File: config.mk
export PLATFORM = sky130hd
export DESIGN_NAME = tile_scheduler
export DESIGN_NICKNAME = d
export VERILOG_FILES = /design/src/rtl/tile_scheduler.sv
export SDC_FILE = /design/constraint.sdc
export NUM_CORES = 1
export LEC_CHECK = 0
export ABC_AREA = 1
export BUFFER_PORTS_ARGS = -buffer_cell sky130_fd_sc_hd__buf_2
export CORE_MARGIN = 2
export CORE_UTILIZATION = 30
export CTS_CLUSTER_SIZE = 25
export DETAILED_ROUTE_END_ITERATION = 6
export PLACE_DENSITY = 0.58
export SLEW_MARGIN = 20
export SYNTH_ARGS = -nofsm -noshare
export SYNTH_HDL_FRONTEND = slang
export SYNTH_SLANG_ARGS = --single-unit
export TNS_END_PERCENT = 100
File: constraint.sdc
create_clock -name clk -period 3.65 [get_ports clk]
set_input_delay 0.73 -clock clk [delete_from_list [all_inputs] [get_ports clk]]
set_output_delay 0.73 -clock clk [all_outputs]
set_load 0.02 [all_outputs]
File: src/rtl/tile_scheduler.sv
// Frame sequencer for tile_painter: walks the screen tile by tile (wipe, gap, paint, flush).
// Latency: WIPE entered 1 cycle after frame_start; each flushed write lands 2 cycles after its BRAM address.
// Backpressure: fb_ready is sampled only in WAIT_FB; a started burst never stalls. Optional TILE_SCHED_CYCLE_COUNT_EN builds frame_cycles.
module tile_scheduler #(
  parameter int SCREEN_WIDTH  = 1280,
  parameter int SCREEN_HEIGHT = 720,
  parameter int TILE_WIDTH    = 80,
  parameter int TILE_HEIGHT   = 10,
  parameter int MAX_TRIANGLES = 256
) (
  input  logic                             clk,
  input  logic                             rst,
  input  logic                             frame_start,
  input  logic [$clog2(MAX_TRIANGLES)-1:0] num_triangles_in,
  input  logic                             fb_ready,
  input  logic                             painter_done,
  input  logic [9:0]                       painter_tile_read_addr,
  output logic                             painter_active,
  output logic                             painter_wipe,
  output logic [$clog2(MAX_TRIANGLES)-1:0] painter_num_triangles,
  output logic [10:0]                      painter_x_offset,
  output logic [9:0]                       painter_y_offset,
  output logic [9:0]                       tile_bram_read_addr,
  input  logic [31:0]                      tile_bram_read_data,
  output logic                             fb_write_valid,
  output logic [19:0]                      fb_write_addr,
  output logic [31:0]                      fb_write_data,
  output logic                             busy,
  output logic                             frame_done,
  output logic [31:0]                      frame_cycles
);

  localparam int TILE_PIX = TILE_WIDTH * TILE_HEIGHT;
  localparam int COL_W    = (TILE_WIDTH  > 1) ? $clog2(TILE_WIDTH)  : 1;
  localparam int ROW_W    = (TILE_HEIGHT > 1) ? $clog2(TILE_HEIGHT) : 1;
  localparam int TRI_W    = $clog2(MAX_TRIANGLES);

  typedef enum logic [2:0] {
    S_IDLE, S_WIPE, S_GAP, S_PAINT, S_WAIT_FB, S_FLUSH, S_DRAIN, S_NEXT
  } state_t;

  state_t             state_q, state_d;
  logic [10:0]        tile_x_q, tile_x_d;
  logic [9:0]         tile_y_q, tile_y_d;
  logic [9:0]         n_q, n_d;
  logic [COL_W-1:0]   col_q, col_d;
  logic [ROW_W-1:0]   row_q, row_d;
  logic               drain_q, drain_d;
  logic [TRI_W-1:0]   num_tri_q, num_tri_d;
  logic               frame_done_q, frame_done_d;

  // Write-address pipeline, two stages deep to line up with the BRAM read latency.
  logic               v1_q, v2_q;
  logic [19:0]        a1_q, a2_q;
  logic [19:0]        pix_addr;
  logic               frame_accept;

  // A start pulse coinciding with the frame_done cycle is dropped on purpose.
  assign frame_accept = (state_q == S_IDLE) && frame_start && !frame_done_q;

  // Screen address of the pixel the flush counter is reading this cycle.
  assign pix_addr = 20'((32'(tile_y_q) + 32'(row_q)) * SCREEN_WIDTH
                        + 32'(tile_x_q) + 32'(col_q));

  // State and counter registers.
  always_ff @(posedge clk) begin
    if (rst) begin
      state_q      <= S_IDLE;
      tile_x_q     <= '0;
      tile_y_q     <= '0;
      n_q          <= '0;
      col_q        <= '0;
      row_q        <= '0;
      drain_q      <= 1'b0;
      num_tri_q    <= '0;
      frame_done_q <= 1'b0;
    end else begin
      state_q      <= state_d;
      tile_x_q     <= tile_x_d;
      tile_y_q     <= tile_y_d;
      n_q          <= n_d;
      col_q        <= col_d;
      row_q        <= row_d;
      drain_q      <= drain_d;
      num_tri_q    <= num_tri_d;
      frame_done_q <= frame_done_d;
    end
  end

  // Next-state logic: tile walk, flush counters and frame completion.
  always_comb begin
    state_d      = state_q;
    tile_x_d     = tile_x_q;
    tile_y_d     = tile_y_q;
    n_d          = n_q;
    col_d        = col_q;
    row_d        = row_q;
    drain_d      = drain_q;
    num_tri_d    = num_tri_q;
    frame_done_d = 1'b0;
    case (state_q)
      S_IDLE: begin
        if (frame_accept) begin
          num_tri_d = num_triangles_in;
          tile_x_d  = '0;
          tile_y_d  = '0;
          state_d   = S_WIPE;
        end
      end
      S_WIPE: begin
        if (painter_done) state_d = S_GAP;
      end
      // One idle cycle so the painter drops back to its reset state before painting.
      S_GAP: state_d = S_PAINT;
      S_PAINT: begin
        if (painter_done) state_d = S_WAIT_FB;
      end
      S_WAIT_FB: begin
        if (fb_ready) state_d = S_FLUSH;
      end
      S_FLUSH: begin
        if (n_q == 10'(TILE_PIX - 1)) begin
          n_d     = '0;
          col_d   = '0;
          row_d   = '0;
          drain_d = 1'b0;
          state_d = S_DRAIN;
        end else begin
          n_d = n_q + 10'd1;
          if (col_q == COL_W'(TILE_WIDTH - 1)) begin
            col_d = '0;
            row_d = row_q + ROW_W'(1);
          end else begin
            col_d = col_q + COL_W'(1);
          end
        end
      end
      // Two cycles let the last two pipelined writes leave before the offsets move.
      S_DRAIN: begin
        if (drain_q) begin
          drain_d = 1'b0;
          state_d = S_NEXT;
        end else begin
          drain_d = 1'b1;
        end
      end
      S_NEXT: begin
        state_d = S_WIPE;
        if (32'(tile_x_q) + TILE_WIDTH >= SCREEN_WIDTH) begin
          tile_x_d = '0;
          if (32'(tile_y_q) + TILE_HEIGHT >= SCREEN_HEIGHT) begin
            tile_y_d     = '0;
            frame_done_d = 1'b1;
            state_d      = S_IDLE;
          end else begin
            tile_y_d = tile_y_q + 10'(TILE_HEIGHT);
          end
        end else begin
          tile_x_d = tile_x_q + 11'(TILE_WIDTH);
        end
      end
      default: state_d = S_IDLE;
    endcase
  end

  // Carry the write address and valid alongside the BRAM's two-cycle read.
  always_ff @(posedge clk) begin
    if (rst) begin
      v1_q <= 1'b0;
      v2_q <= 1'b0;
      a1_q <= '0;
      a2_q <= '0;
    end else begin
      v1_q <= (state_q == S_FLUSH);
      a1_q <= (state_q == S_FLUSH) ? pix_addr : '0;
      v2_q <= v1_q;
      a2_q <= a1_q;
    end
  end

  assign painter_active        = (state_q == S_WIPE) || (state_q == S_PAINT);
  assign painter_wipe          = (state_q == S_WIPE);
  assign painter_num_triangles = num_tri_q;
  assign painter_x_offset      = tile_x_q;
  assign painter_y_offset      = tile_y_q;
  assign tile_bram_read_addr   = ((state_q == S_FLUSH) || (state_q == S_DRAIN))
                                 ? n_q : painter_tile_read_addr;
  assign fb_write_valid        = v2_q;
  assign fb_write_addr         = a2_q;
  // Data is gated so the write bus reads zero whenever no write is in flight.
  assign fb_write_data         = v2_q ? tile_bram_read_data : '0;
  assign busy                  = (state_q != S_IDLE);
  assign frame_done            = frame_done_q;

`ifdef TILE_SCHED_CYCLE_COUNT_EN
  logic [31:0] cycles_q;

  // Saturating busy-cycle counter, restarted by each accepted frame.
  always_ff @(posedge clk) begin
    if (rst) begin
      cycles_q <= '0;
    end else if (frame_accept) begin
      cycles_q <= '0;
    end else if ((state_q != S_IDLE) && (cycles_q != 32'hFFFF_FFFF)) begin
      cycles_q <= cycles_q + 32'd1;
    end
  end

  assign frame_cycles = cycles_q;
`else
  assign frame_cycles = '0;
`endif

endmodule

== After elaboration in Yosys (flattened, before gate mapping) ==
Index checks and enable logic that the tools add are counted.

* Register bits after elaboration: 97
* ROM bits: 0
* Memories kept: 0
* Bits in latches: 0
* RAM bits: 0
* Input port bits: 55
* Output and inout port bits: 128
* Word-level logic and storage cells: 90

* Bitwise gates (word level): 3
* $add $sub $neg: 10
* Shift-type cells: 0
* Multiply operators: 1
* $lt $le $gt $ge: 2
* Eq/ne operators: 16
* Multiplexer cells: 27
* Reduce and logical (&&, ||, !) cells: 18
* Divide/modulo/power cells: 0

{| class="wikitable"
|+ Operators with widths
! cell !! number
|-
| $mux 10 || 5
|-
| $mux 32 || 1
|-
| $pmux 3 s8 || 1
|-
| $mux 11 || 2
|-
| $pmux 11 s2 || 1
|-
| $add 20x11->20 || 1
|-
| $add 20x7->20 || 1
|-
| $pmux 10 s2 || 1
|-
| $mux 3 || 6
|-
| $mux 7 || 2
|-
| $ne 2x2->1 const B || 7
|-
| $add 11x7->12 const B || 1
|-
| $eq 3x3->1 const B || 4
|-
| $ge 12x11->1 const B || 1
|-
| $mul 11x3->12 const B || 1
|-
| $add 10x4->11 || 1
|-
| $add 10x4->11 const B || 1
|-
| $add 11x7->11 const B || 1
|-
| $ge 11x10->1 const B || 1
|-
| $add 10x1->10 const B || 1
|-
| $add 10x4->10 const B || 1
|-
| $eq 10x10->1 const B || 1
|-
| $mux 4 || 2
|-
| $reduce_and 2->1 || 4
|-
| other kinds (18) || 29
|}

== Depth between registers and ports, before layout ==
Gate-level depths: netlist of run 1.

* Word-level depth: 5
* Mapped depth: 25
* Depth with buffers taken out: 25

== Least setup slack after synthesis of run 1 ==
Ideal clock, no wire load.

* Kind: flip-flop to flip-flop
* From: register tile_y_q[2] (netlist: painter_y_offset[2])
* To: register a1_q[19]
* Period minus slack after synthesis: 3.047 ns
* Data arrival time: 2.934 ns
* Required time: 3.537 ns
* Stages on the path, launching flop included: 22
* Slack: 0.603 ns
* Path buffers: 0
* Setup time: 0.113 ns
* Cell sequence: dfxtp_1 -> ha_1 -> nand2_1 -> nand2_1 -> nand2_1 -> nand2_1 -> inv_1 -> nor2_1 -> nor2_1 -> a21oi_1 -> ha_1 -> ha_1 -> a21oi_1 -> nand3_1 -> nand2_1 -> nand2_1 -> nor2_1 -> nand2_1 -> nor2_1 -> nand2_1 -> nand2_1 -> nor2_1

* Cells in the longest elaborated chain, start to end: 4

{| class="wikitable"
|+ Ends and longest elaborated chain
! item !! line !! RTL
|-
| from (decl) || 44 || <nowiki>logic [9:0] tile_y_q, tile_y_d;</nowiki>
|-
| from (signal assigned) || 80 || <nowiki>tile_y_q <= tile_y_d;</nowiki>
|-
| $add 10x4->11 || 62 || <nowiki>assign pix_addr = 20'((32'(tile_y_q) + 32'(row_q)) * SCREEN_WIDTH</nowiki>
|-
| $mul 11x3->12 || 62 ||
|-
| $add 20x11->20 || 63 || <nowiki>+ 32'(tile_x_q) + 32'(col_q));</nowiki>
|-
| $add 20x7->20 || 63 ||
|-
| to (signal assigned) || 175 || <nowiki>a1_q <= (state_q == S_FLUSH) ? pix_addr : '0;</nowiki>
|-
| to (decl) || 54 || <nowiki>logic [19:0] a1_q, a2_q;</nowiki>
|}

Every way passes these cells.
A chain may end at the register's enable or synchronous reset.

== Final worst setup path of run 1 ==
Same ends and word-level chain as after synthesis.

==> results of run 1 <==
[layer usage]
layer  wire, um  share of wire, %  vias to the layer above
met2       6240                45                      173
met3        921               6.6                       19
met5          0                 0                        -
met4        316               2.3                        0
li1           -                 -                     2819
met1       6370                46                     2269
[logic make-up after synthesis]
kind of cell | share of synthesized area, %
and+or+nand+nor | 32.7
adders and majority gates | 7.08
AOI/OAI and AO/OA | 8.72
buffers and inverters | 16.1
xor gates and xnor gates | 2.20
DFF | 33.0
other | 0.0672
muxes | 0.202
[worst register-to-register path: cells and delay by family, from the launching register on]
family / cells / cell delay, ns
AO/OA/AOI/OAI: 1 / 0.15
adder cells (fa/ha/maj): 3 / 0.95
buffers and inverters: 2 / 0.15
flip-flops: 1 / 0.36
AND/OR/NAND/NOR: 17 / 1.49
[power groups by stage]
stage / clock [mW] / combinational [mW] / sequential, mW
finish: 0.901 / 1.06 / 1.15
global route: 0.963 / 1.21 / 1.16
CTS: 0.935 / 1.07 / 1.15
detailed placement: 0 / 1.06 / 1.17
global placement: 0 / 1.06 / 1.17
floorplan: 0 / 0.767 / 1.22
[how the worst max path moves through the flow]
| stage | start | to | slack [ns] | cells past startpoint |
|---|---|---|---|---|
| finish | painter_y_offset[2] | a1_q[19] | 0.45 | 23 |
| global route | painter_y_offset[2] | a1_q[19] | 0.03 | 23 |
| CTS | painter_y_offset[2] | a1_q[19] | 0.34 | 21 |
| detailed placement | painter_y_offset[2] | a1_q[19] | 0.37 | 21 |
| global placement | painter_y_offset[2] | a1_q[19] | 0.46 | 21 |
| floorplan | painter_y_offset[2] | a1_q[19] | 0.60 | 21 |
[cell usage after synthesis, drive strengths merged (2+ instances only)]
library cell,count
nand4,10
nand3,44
inv,141
a21oi,57
nand3b,6
xnor2,4
a21boi,2
o21ai,18
nor3,13
or2,3
o21a,5
dfxtp,92
nor2,116
buf,46
ha,30
a211oi,2
xor2,10
nor4,3
clkbuf,7
nand2,224
[sequential cells by signal, indices dropped and copies added, names as in the netlist]
register and cells:
state_q 3, painter_num_triangles 8, v1_q 1, frame_done 1, painter_y_offset 9, fb_write_addr 20
drain_q 1, a1_q 20, n_q 10, painter_x_offset 7, fb_write_valid 1, row_q 4
col_q 7
[final cells by class]
cell class              count  area [um^2]  share of cell area [%]
flip-flops and latches     92         1840                    27.5
clock inverters             5         35.0                   0.524
repair buffers            148          748                    11.2
well taps                 229          287                    4.29
multi-input cells         591         2990                    44.7
clock buffers              11          253                    3.78
inverters                 142          533                    7.97
[stage by stage]
| stage | total power [mW] | hold slack (ns) |
|---|---|---|
| after global placement | 2.23 | 0.390 |
| after global routing | 3.34 | 0.423 |
| after CTS | 3.15 | 0.402 |
| final | 3.11 | 0.402 |
| after floorplan | 1.99 | 0.388 |
| after detailed placement | 2.23 | 0.393 |
==> results.md, run 1 <==
* Global placer's final weighted congestion at 0.836
* Area added between synthesis and finish at 19.7%
* Fraction of post-synthesis cell area in the top cell type by area at 33.0%
* Top achievable clock speed at 313 MHz
* Via-to-Cell Ratio at 4.33
* Clock-pin transition on the worst setup and hold timing paths at 0.07 ns
* Global routing usage on met2 at between 20% and 30%
* Tightest slew margin relative to the limit at 29.4%
* Clock latency of the later-clocked register in the worst-skew pair at 0.35 ns
* FF-to-FF Start: painter_y_offset[2]
* Cell internal pwr at 1.92 mW
* # DRC at 0
* Final cycle utilization of the critical path at 87.6%
* Measured slew at the worst slew-check pin at roughly 1.1 ns
* Worst reg-to-reg setup slack at 0.45 ns
* Die Footprint at about 0.020 mm^2
* Flop and latch count out of synthesis at 92
* Critical Path Fanout Max at 6
* Fraction of final layout cells sized beyond drive strength 1 at 20.5%
* Core Box Area at 0.0181 mm^2
* Global Route met3 Usage at 3.97%
* Average size of a mapped cell at 6.63 um^2
* Endpoint of the worst-slack reg-to-reg timing path: a1_q[19]
* Most common flop cell mapped by yosys: sky130_fd_sc_hd__dfxtp_1
* Die height at 140 um
* Data required time at the worst endpoint at 3.90 ns
* Setup tns final at 0 ns
* Sequential-to-total area share from yosys stat at 33.0%
* Gate power share at 34.1%
* Remaining Overflow, GRT at 0
* Placed Area at 0.00639 mm^2
* Ports at 183
* Family with the most delay on the worst path: simple AND/OR/NAND/NOR gates
* Sequence of cells on the critical path: ha_1 > nand2_1 > nand2_1 > nand2_1 > nand2_2 > inv_1 > nor2_1 > nor2_1 > a21oi_2 > ha_1 > ha_1 > nand2_1 > inv_1 > nand3_1 > nand3_1 > nand2_1 > nand2_1 > nor2_1 > nand2_1 > nor2_1 > nand2_1 > nand2_1 > nor2_1
* Syn. warnings at 0
* Share of total power consumed by net switching at 38.2%
* Routed wire length per instance at ~11 um
* Type of destination of the critical path: flop
* Detailed placer's ending HPWL at approximately 11000 um
* Utilization after layout at 37.0%
* Post-synthesis instance total at 842
* Arrival time at the worst endpoint at 3.44 ns
* Worst Reg2Reg Path Length in Cells at 23
* Global-route wire length before repair at between 20000 and 25000 um
* Antenna violations before repair at 0
* Antenna viol nets, final at 0
* CTS tree: yes
* Clock period minus worst slack at around 3.2 ns
* Number of gates given a new drive strength after cts at 0
* Clock Sink Count at 92
* Number of distinct library cells after synthesis at between 40 and 50
* Post-synth top area cell: sky130_fd_sc_hd__dfxtp_1
* Leakage Power at 3.59 nW
* Number of global-route vias before repair at 4705
* Initial Util at 30.9%
* Top post-synthesis cells by area: sky130_fd_sc_hd__dfxtp_1 (33%), sky130_fd_sc_hd__nand2_1 (14%), sky130_fd_sc_hd__inv_1 (9.1%)
* Status: complete, no violations
* Clock share of power at 28.9%
* Post-CTS setup repair buffer count at 0
* Hold Path Cell Cnt at 2
* Most used cells in the layout excluding fill and tap cells: sky130_fd_sc_hd__nand2_1 (213), sky130_fd_sc_hd__buf_2 (145), sky130_fd_sc_hd__inv_1 (136)
* DR pass1 iterations at 4
* Worst-path cell with the longest stage delay: sky130_fd_sc_hd__dfxtp_1
* Pin count of the biggest net entering global routing at 39
* Flop pwr share at 37.0%
* Setup repair after global routing missed its margin: no
* Port Buf Inserts at around 150
* Number of enable-type register cells in the synthesized netlist at 0
* Hold violation count in the final report at 0
* Startpoint kind of the worst setup timing path: flop
* Async S/R FF share, synth at 0%
* Total number of H-tree levels at 3
* Nets at 1070
* Number of buffers added to fix hold violations after cts at 0
* TritonCTS Buffers at 9
* Area of the mapped netlist at 0.00558 mm^2
* M1 GR Usage at 17.3%
* # diodes at 0
* Destination of the worst hold path: fb_write_addr[18]
* Filler instances at 1943
* Sw Pwr at 1.19 mW
* GRT Total Usage at 14.0%
* Floorplan row count at 49
* Crit Path Class: flop to flop
* Initial DRC Count at roughly 230
* Setup-violating endpoint count in the final report at 0
* Die span in x at roughly 140 um
* PnR worst setup slack at 0.452 ns
* Busiest grt layer: met2
* Pre-CTS WS at approximately 0.37 ns
* Startpoint of the most critical hold path: a1_q[18]
* Max-cap violation count at 0
* Finished Layout Cells at 1218
* Min-delay worst type: flop to flop
* Worst clock skew at 0.00785 ns
* Most common cell after layout, fill and taps aside: sky130_fd_sc_hd__nand2_1
* Max stage delay on crit path at 0.36 ns
* Max Transition Viols Final at 0
* Maximum vdd ir drop at between 0.2 and 0.3 mV
* Routed WL at 13900 um
* Crit path buffers/inverters at 2
* Number of buffers between clock root and the deepest sink at 2
* Most used cell along the critical path: sky130_fd_sc_hd__nand2_1
* Vias at 5280
* Root buffer cell: sky130_fd_sc_hd__clkbuf_16
* # placed instances at 1202
* Final std cell area, no fill at 0.00669 mm^2
* Total power divided by cell area at 466 mW/mm^2
No activity file was read; power rests on OpenSTA's default activity.
==> run 2: changes to the inputs <==
CORE_MARGIN = 1   (was 2)
==> results.md, run 2 (synthesis gave the netlist of run 1 again) <==
* Worst clock skew at 0.00707 ns (-0.000783 ns)
* Vias at 5219 (-1.2%)
* Max stage delay on crit path at 0.36 ns (about the same)
* Critical Path Fanout Max at 6 (unchanged)
* Top achievable clock speed at 313 MHz (about the same)
* Hold violation count in the final report at 0 (unchanged)
* # DRC at 50 (+50)
* Worst-path cell with the longest stage delay: sky130_fd_sc_hd__ha_1
* Global-route wire length before repair at 22000 um (-1.3%)
* Area added between synthesis and finish at 20.7%
* Global placer's final weighted congestion at 0.821 (-1.8%)
* Antenna violations before repair at 0 (unchanged)
* # diodes at 0 (unchanged)
* Min-delay worst type: flop to flop
* Endpoint of the worst-slack reg-to-reg timing path: a1_q[19]
* DR pass1 iterations at 7 (+3)
* Leakage Power at 3.62 nW (+0.88%)
* Number of buffers between clock root and the deepest sink at 2 (unchanged)
* Setup repair after global routing missed its margin: no
* Ports at 183 (unchanged)
* Number of global-route vias before repair at 4669 (-0.77%)
* Die height at 138 um (-1.4%)
* Initial DRC Count at 233 (unchanged)
* Finished Layout Cells at 1218 (unchanged)
* Max-cap violation count at 0 (unchanged)
* Nets at 1070 (unchanged)
* Most common cell after layout, fill and taps aside: sky130_fd_sc_hd__nand2_1
* Area of the multi-input gates at 0.00299 mm^2 (-0.13%)
* Failing checks: design-rule violations
* CTS tree: yes
* Number of gates given a new drive strength after cts at 0 (unchanged)
* Data required time at the worst endpoint at 3.90 ns (about the same)
* Crit Path Class: flop to flop
* Worst reg-to-reg setup slack at 0.46 ns (about the same)
* Tightest slew margin relative to the limit at 46.7% (+17 points)
* # placed instances at 1202 (unchanged)
* Critical path destination: a1_q[19]
* Via-to-Cell Ratio at 4.28 (-1.2%)
* Clock latency of the later-clocked register in the worst-skew pair at 0.35 ns (about the same)
* Filler instances at 1993 (+2.6%)
* GRT Total Usage at 14.2% (+0.20 points)
* Pin count of the biggest net entering global routing at 40 (+2.6%)
* Antenna viol nets, final at 0 (unchanged)
* Die span in x at 138 um (-1.4%)
* Clock period minus worst slack at 3.19 ns (-0.00299 ns)
* Clock Sink Count at 92 (unchanged)
* Routed WL at 13300 um (-3.7%)
* Fraction of final layout cells sized beyond drive strength 1 at 20.4% (-0.10 points)
* Maximum vdd ir drop at 0.362 mV (+24%)
* Root buffer cell: sky130_fd_sc_hd__clkbuf_16
* Setup tns final at 0 ns (unchanged)
* Post-CTS setup repair buffer count at 0 (unchanged)
* Startpoint kind of the worst setup timing path: flop
* Initial Util at 30.9% (unchanged)
* Post-layout power at 3.28 mW (+5.4%)
* Critical path startpoint: painter_y_offset[2]
* Most used cells in the layout excluding fill and tap cells: sky130_fd_sc_hd__nand2_1 (213), sky130_fd_sc_hd__buf_2 (145), sky130_fd_sc_hd__inv_1 (136)
* Remaining Overflow, GRT at 0 (unchanged)
* Type of destination of the critical path: flop
* TritonCTS Buffers at 9 (unchanged)
* Worst Reg2Reg Path Length in Cells at 23 (unchanged)
* Max Transition Viols Final at 0 (unchanged)
* Routed wire length per instance at 10.9 um (-3.7%)
* FF-to-FF Start: painter_y_offset[2]
* Sequence of cells on the critical path: ha_1 > nand2_1 > nand2_1 > nand2_1 > nand2_2 > inv_1 > nor2_1 > nor2_1 > a21oi_1 > ha_1 > ha_1 > nand2_1 > inv_1 > nand3_1 > nand3_1 > nand2_1 > nand2_1 > nor2_1 > nand2_1 > nor2_1 > nand2_1 > nand2_1 > nor2_1
* Core Box Area at 0.0181 mm^2 (unchanged)
* Total number of H-tree levels at 3 (unchanged)
* Final cycle utilization of the critical path at 87.5% (about the same)
* Setup-violating endpoint count in the final report at 0 (unchanged)
* Most used cell along the critical path: sky130_fd_sc_hd__nand2_1
* Clock-pin transition on the worst setup and hold timing paths at 0.07 ns (about the same)
* Port Buf Inserts at 145 (unchanged)
* Die Footprint at 0.0192 mm^2 (-2.8%)
* Measured slew at the worst slew-check pin at 0.794 ns (-0.264 ns)
* Total power divided by cell area at 487 mW/mm^2 (+4.6%)
* Detailed placer's ending HPWL at 10500 um (-4.6%)
* FF+latch area at 0.00184 mm^2 (unchanged)
* Number of buffers added to fix hold violations after cts at 0 (unchanged)
* Floorplan row count at 49 (unchanged)
* Status: finished with violations
* Arrival time at the worst endpoint at 3.44 ns (about the same)
[run 2: changes by cell type in the layout (fill, tap and decap cells not counted), sizes merged]
cell | before | now
bufinv | 0 | 3
clkbuf | 11 | 10
clkinv | 4 | 3
clkinvlp | 1 | 0
[run 2: worst min-delay path by stage]
stage	from	end	slack, ns	cells past startpoint
after CTS	a1_q[8]	fb_write_addr[8]	0.40	2
after global routing	a1_q[17]	fb_write_addr[17]	0.42	2
final	a1_q[8]	fb_write_addr[8]	0.40	2
after floorplan	a1_q[0]	fb_write_addr[0]	0.39	2
after detailed placement	a1_q[8]	fb_write_addr[8]	0.39	2
after global placement	a1_q[12]	fb_write_addr[12]	0.39	2
[run 2: metal layers]
layer	vias up	track usage (%)	wire length, um
met5	-	0	0
met4	0	5.74	346
met3	19	4.30	989
met2	166	23.9	6120
met1	2222	16.8	5880
li1	2812	-	-
[run 2: worst max-delay path, delay by kind of cell (launching register included)]
| family | cells | cell delay, ns |
|---|---|---|
| buf+inv | 2 | 0.14 |
| simple gates | 17 | 1.44 |
| compound gates | 1 | 0.19 |
| flops | 1 | 0.35 |
| fa+ha+maj | 3 | 0.96 |
[run 2: area by class of cell]
class,count,area share (%)
flip-flops and latches,92,27.3
multi-input cells,591,44.3
well taps,229,4.25
clock inverters,6,1.61
inverters,142,7.90
clock buffers,10,3.54
repair buffers,148,11.1
[run 2: metrics by stage]
stage / cell area (um^2) / util [%] / setup WS (ns) / hold WS, ns
6_report: 6740 / 37.3 / 0.455 / 0.401
3_5_place_dp: 6390 / 35.3 / 0.366 / 0.393
4_1_cts: 6740 / 37.2 / 0.344 / 0.402
5_1_grt: 6740 / 37.3 / 0.0159 / 0.423
3_3_place_gp: 6390 / 35.3 / 0.457 / 0.395
2_1_floorplan: 5720 / - / 0.603 / 0.388
[run 2: where the power goes]
| part | leakage [nW] | switching, mW | internal, mW | total, mW |
|---|---|---|---|---|
| sequential | 0.745 | 0.0867 | 1.07 | 1.16 |
| clock | 0.173 | 0.403 | 0.688 | 1.09 |
| combinational | 2.70 | 0.688 | 0.347 | 1.04 |
| total | 3.62 | 1.18 | 2.11 | 3.28 |
==> run 3: changes to the inputs <==
CTS_BUF_LIST = sky130_fd_sc_hd__clkbuf_4 sky130_fd_sc_hd__clkbuf_8   (was not set)
==> results.md, run 3 (synthesis gave the netlist of run 1 again) <==
* Status: finished with violations
* Failing checks: design-rule violations
* Critical path destination: a1_q[19]
* Detailed placer's ending HPWL at 10500 um (unchanged)
* Floorplan row count at 49 (unchanged)
* FF+latch area at 0.00184 mm^2 (unchanged)
* FF-to-FF Start: painter_y_offset[2]
* Area added between synthesis and finish at 18.9%
* Clock period minus worst slack at 3.19 ns (-0.00709 ns)
* Setup-violating endpoint count in the final report at 0 (unchanged)
* Remaining Overflow, GRT at 0 (unchanged)
* Data required time at the worst endpoint at 3.93 ns (+0.03 ns)
* GRT Total Usage at 14.2% (about the same)
* DR pass1 iterations at 7 (unchanged)
* Nets at 1070 (unchanged)
* Post-CTS setup repair buffer count at 0 (unchanged)
* Die height at 138 um (unchanged)
* Most used cells in the layout excluding fill and tap cells: sky130_fd_sc_hd__nand2_1 (213), sky130_fd_sc_hd__buf_2 (145), sky130_fd_sc_hd__inv_1 (136)
* Via-to-Cell Ratio at 4.29 (about the same)
* Worst Reg2Reg Path Length in Cells at 23 (unchanged)
* Measured slew at the worst slew-check pin at 0.817 ns (+0.0229 ns)
* Global-route wire length before repair at 22100 um (about the same)
* Max-cap violation count at 0 (unchanged)
* Hold violation count in the final report at 0 (unchanged)
* Vias at 5224 (+0.096%)
* # diodes at 0 (unchanged)
* Total power divided by cell area at 458 mW/mm^2 (-6.0%)
* Clock Sink Count at 92 (unchanged)
* Pre-CTS WS at 0.366 ns (unchanged)
* Filler instances at 2000 (+0.35%)
* Final cycle utilization of the critical path at 87.3% (-0.19 points)
* Setup tns final at 0 ns (unchanged)
* Antenna violations before repair at 0 (unchanged)
* Antenna viol nets, final at 0 (unchanged)
* Most common cell after layout, fill and taps aside: sky130_fd_sc_hd__nand2_1
* Ports at 183 (unchanged)
* Fraction of final layout cells sized beyond drive strength 1 at 20.4% (unchanged)
* Crit Path Class: flop to flop
* Port Buf Inserts at 145 (unchanged)
* Final std cell area, no fill at 0.00664 mm^2 (-1.5%)
* Area of the multi-input gates at 0.00299 mm^2 (unchanged)
* PnR worst setup slack at 0.462 ns (+0.00709 ns)
* Endpoint of the worst-slack reg-to-reg timing path: a1_q[19]
* Die Footprint at 0.0192 mm^2 (unchanged)
* Leakage Power at 3.58 nW (-1.3%)
* Core Box Area at 0.0181 mm^2 (unchanged)
* CTS tree: yes
* Clock latency of the later-clocked register in the worst-skew pair at 0.38 ns (+0.03 ns)
* Global placer's final weighted congestion at 0.821 (unchanged)
* TritonCTS Buffers at 9 (unchanged)
* Top achievable clock speed at 314 MHz (+0.22%)
* # placed instances at 1202 (unchanged)
* Critical Path Fanout Max at 6 (unchanged)
* Max Transition Viols Final at 0 (unchanged)
* Die span in x at 138 um (unchanged)
* Startpoint of the most critical hold path: a1_q[8]
* Worst reg-to-reg setup slack at 0.46 ns (about the same)
* Startpoint kind of the worst setup timing path: flop
* Finished Layout Cells at 1218 (unchanged)
* Type of destination of the critical path: flop
* Number of global-route vias before repair at 4668 (-0.021%)
* Initial DRC Count at 232 (-0.43%)
* Clock-pin transition on the worst setup and hold timing paths at 0.09 ns (+0.02 ns)
* Worst hold margin at 0.404 ns (+0.00313 ns)
* Min-delay worst type: flop to flop
* Worst clock skew at 0.0115 ns (+0.00440 ns)
* Number of buffers added to fix hold violations after cts at 0 (unchanged)
* Pin count of the biggest net entering global routing at 40 (unchanged)
* Critical path startpoint: painter_y_offset[2]
* Initial Util at 30.9% (unchanged)
* Number of buffers between clock root and the deepest sink at 2 (unchanged)
* # DRC at 50 (unchanged)
* Tightest slew margin relative to the limit at 45.2% (-1.5 points)
* Post-layout power at 3.04 mW (-7.5%)
* Routed WL at 13300 um (-0.10%)
* Utilization after layout at 36.7% (-0.56 points)
* Root buffer cell: sky130_fd_sc_hd__clkbuf_8
* Number of gates given a new drive strength after cts at 0 (unchanged)
* Routed wire length per instance at 10.9 um (-0.10%)
* Arrival time at the worst endpoint at 3.47 ns (+0.03 ns)
* Hold Path Cell Cnt at 2 (unchanged)
* Placed Area at 0.00639 mm^2 (unchanged)
* Total number of H-tree levels at 3 (unchanged)
* Setup repair after global routing missed its margin: no
* Maximum vdd ir drop at 0.319 mV (-12%)
==> run 3: cell counts in the layout (fill, tap and decap cells not counted) <==
No cell type changed its count.
==> run 3: how the worst min path moves through the flow <==
stage | to | slack, ns
after floorplan | fb_write_addr[0] | 0.39
after global placement | fb_write_addr[12] | 0.39
after detailed placement | fb_write_addr[8] | 0.39
after CTS | fb_write_addr[8] | 0.41
after global routing | fb_write_addr[17] | 0.43
final | fb_write_addr[8] | 0.40
==> run 3: cell type report <==
class                           instances  share of cell area [%]
Multi-Input combinational cell        591                    45.0
Sequential cell                        92                    27.7
Timing Repair Buffer                  148                    11.3
Inverter                              142                    8.03
Tap cell                              229                    4.31
Clock buffer                           10                    2.07
Clock inverter                          6                    1.64
==> run 3: routing by layer <==
layer,vias up,wire (um),GRT usage [%]
met5,-,0,0
met4,0,303,5.91
met3,16,996,4.30
met2,172,6120,23.8
met1,2226,5900,16.8
li1,2810,-,-
==> run 3: power breakdown <==
group          switching [mW]  internal, mW
sequential             0.0865          1.07
clock                   0.373         0.474
combinational           0.688         0.347
==> run 3: worst max-delay path: stages (launching register included) <==
cell	delay (ns)
sky130_fd_sc_hd__dfxtp_1	0.36
sky130_fd_sc_hd__ha_1	0.33
sky130_fd_sc_hd__nand2_1	0.06
sky130_fd_sc_hd__nand2_1	0.10
sky130_fd_sc_hd__nand2_1	0.08
sky130_fd_sc_hd__nand2_2	0.11
sky130_fd_sc_hd__inv_1	0.09
sky130_fd_sc_hd__nor2_1	0.12
sky130_fd_sc_hd__nor2_1	0.05
sky130_fd_sc_hd__a21oi_1	0.19
sky130_fd_sc_hd__ha_1	0.27
sky130_fd_sc_hd__ha_1	0.36
sky130_fd_sc_hd__nand2_1	0.10
sky130_fd_sc_hd__inv_1	0.05
sky130_fd_sc_hd__nand3_1	0.09
sky130_fd_sc_hd__nand3_1	0.07
sky130_fd_sc_hd__nand2_1	0.06
sky130_fd_sc_hd__nand2_1	0.07
sky130_fd_sc_hd__nor2_1	0.14
sky130_fd_sc_hd__nand2_1	0.10
sky130_fd_sc_hd__nor2_1	0.13
sky130_fd_sc_hd__nand2_1	0.06
sky130_fd_sc_hd__nand2_1	0.05
sky130_fd_sc_hd__nor2_1	0.04
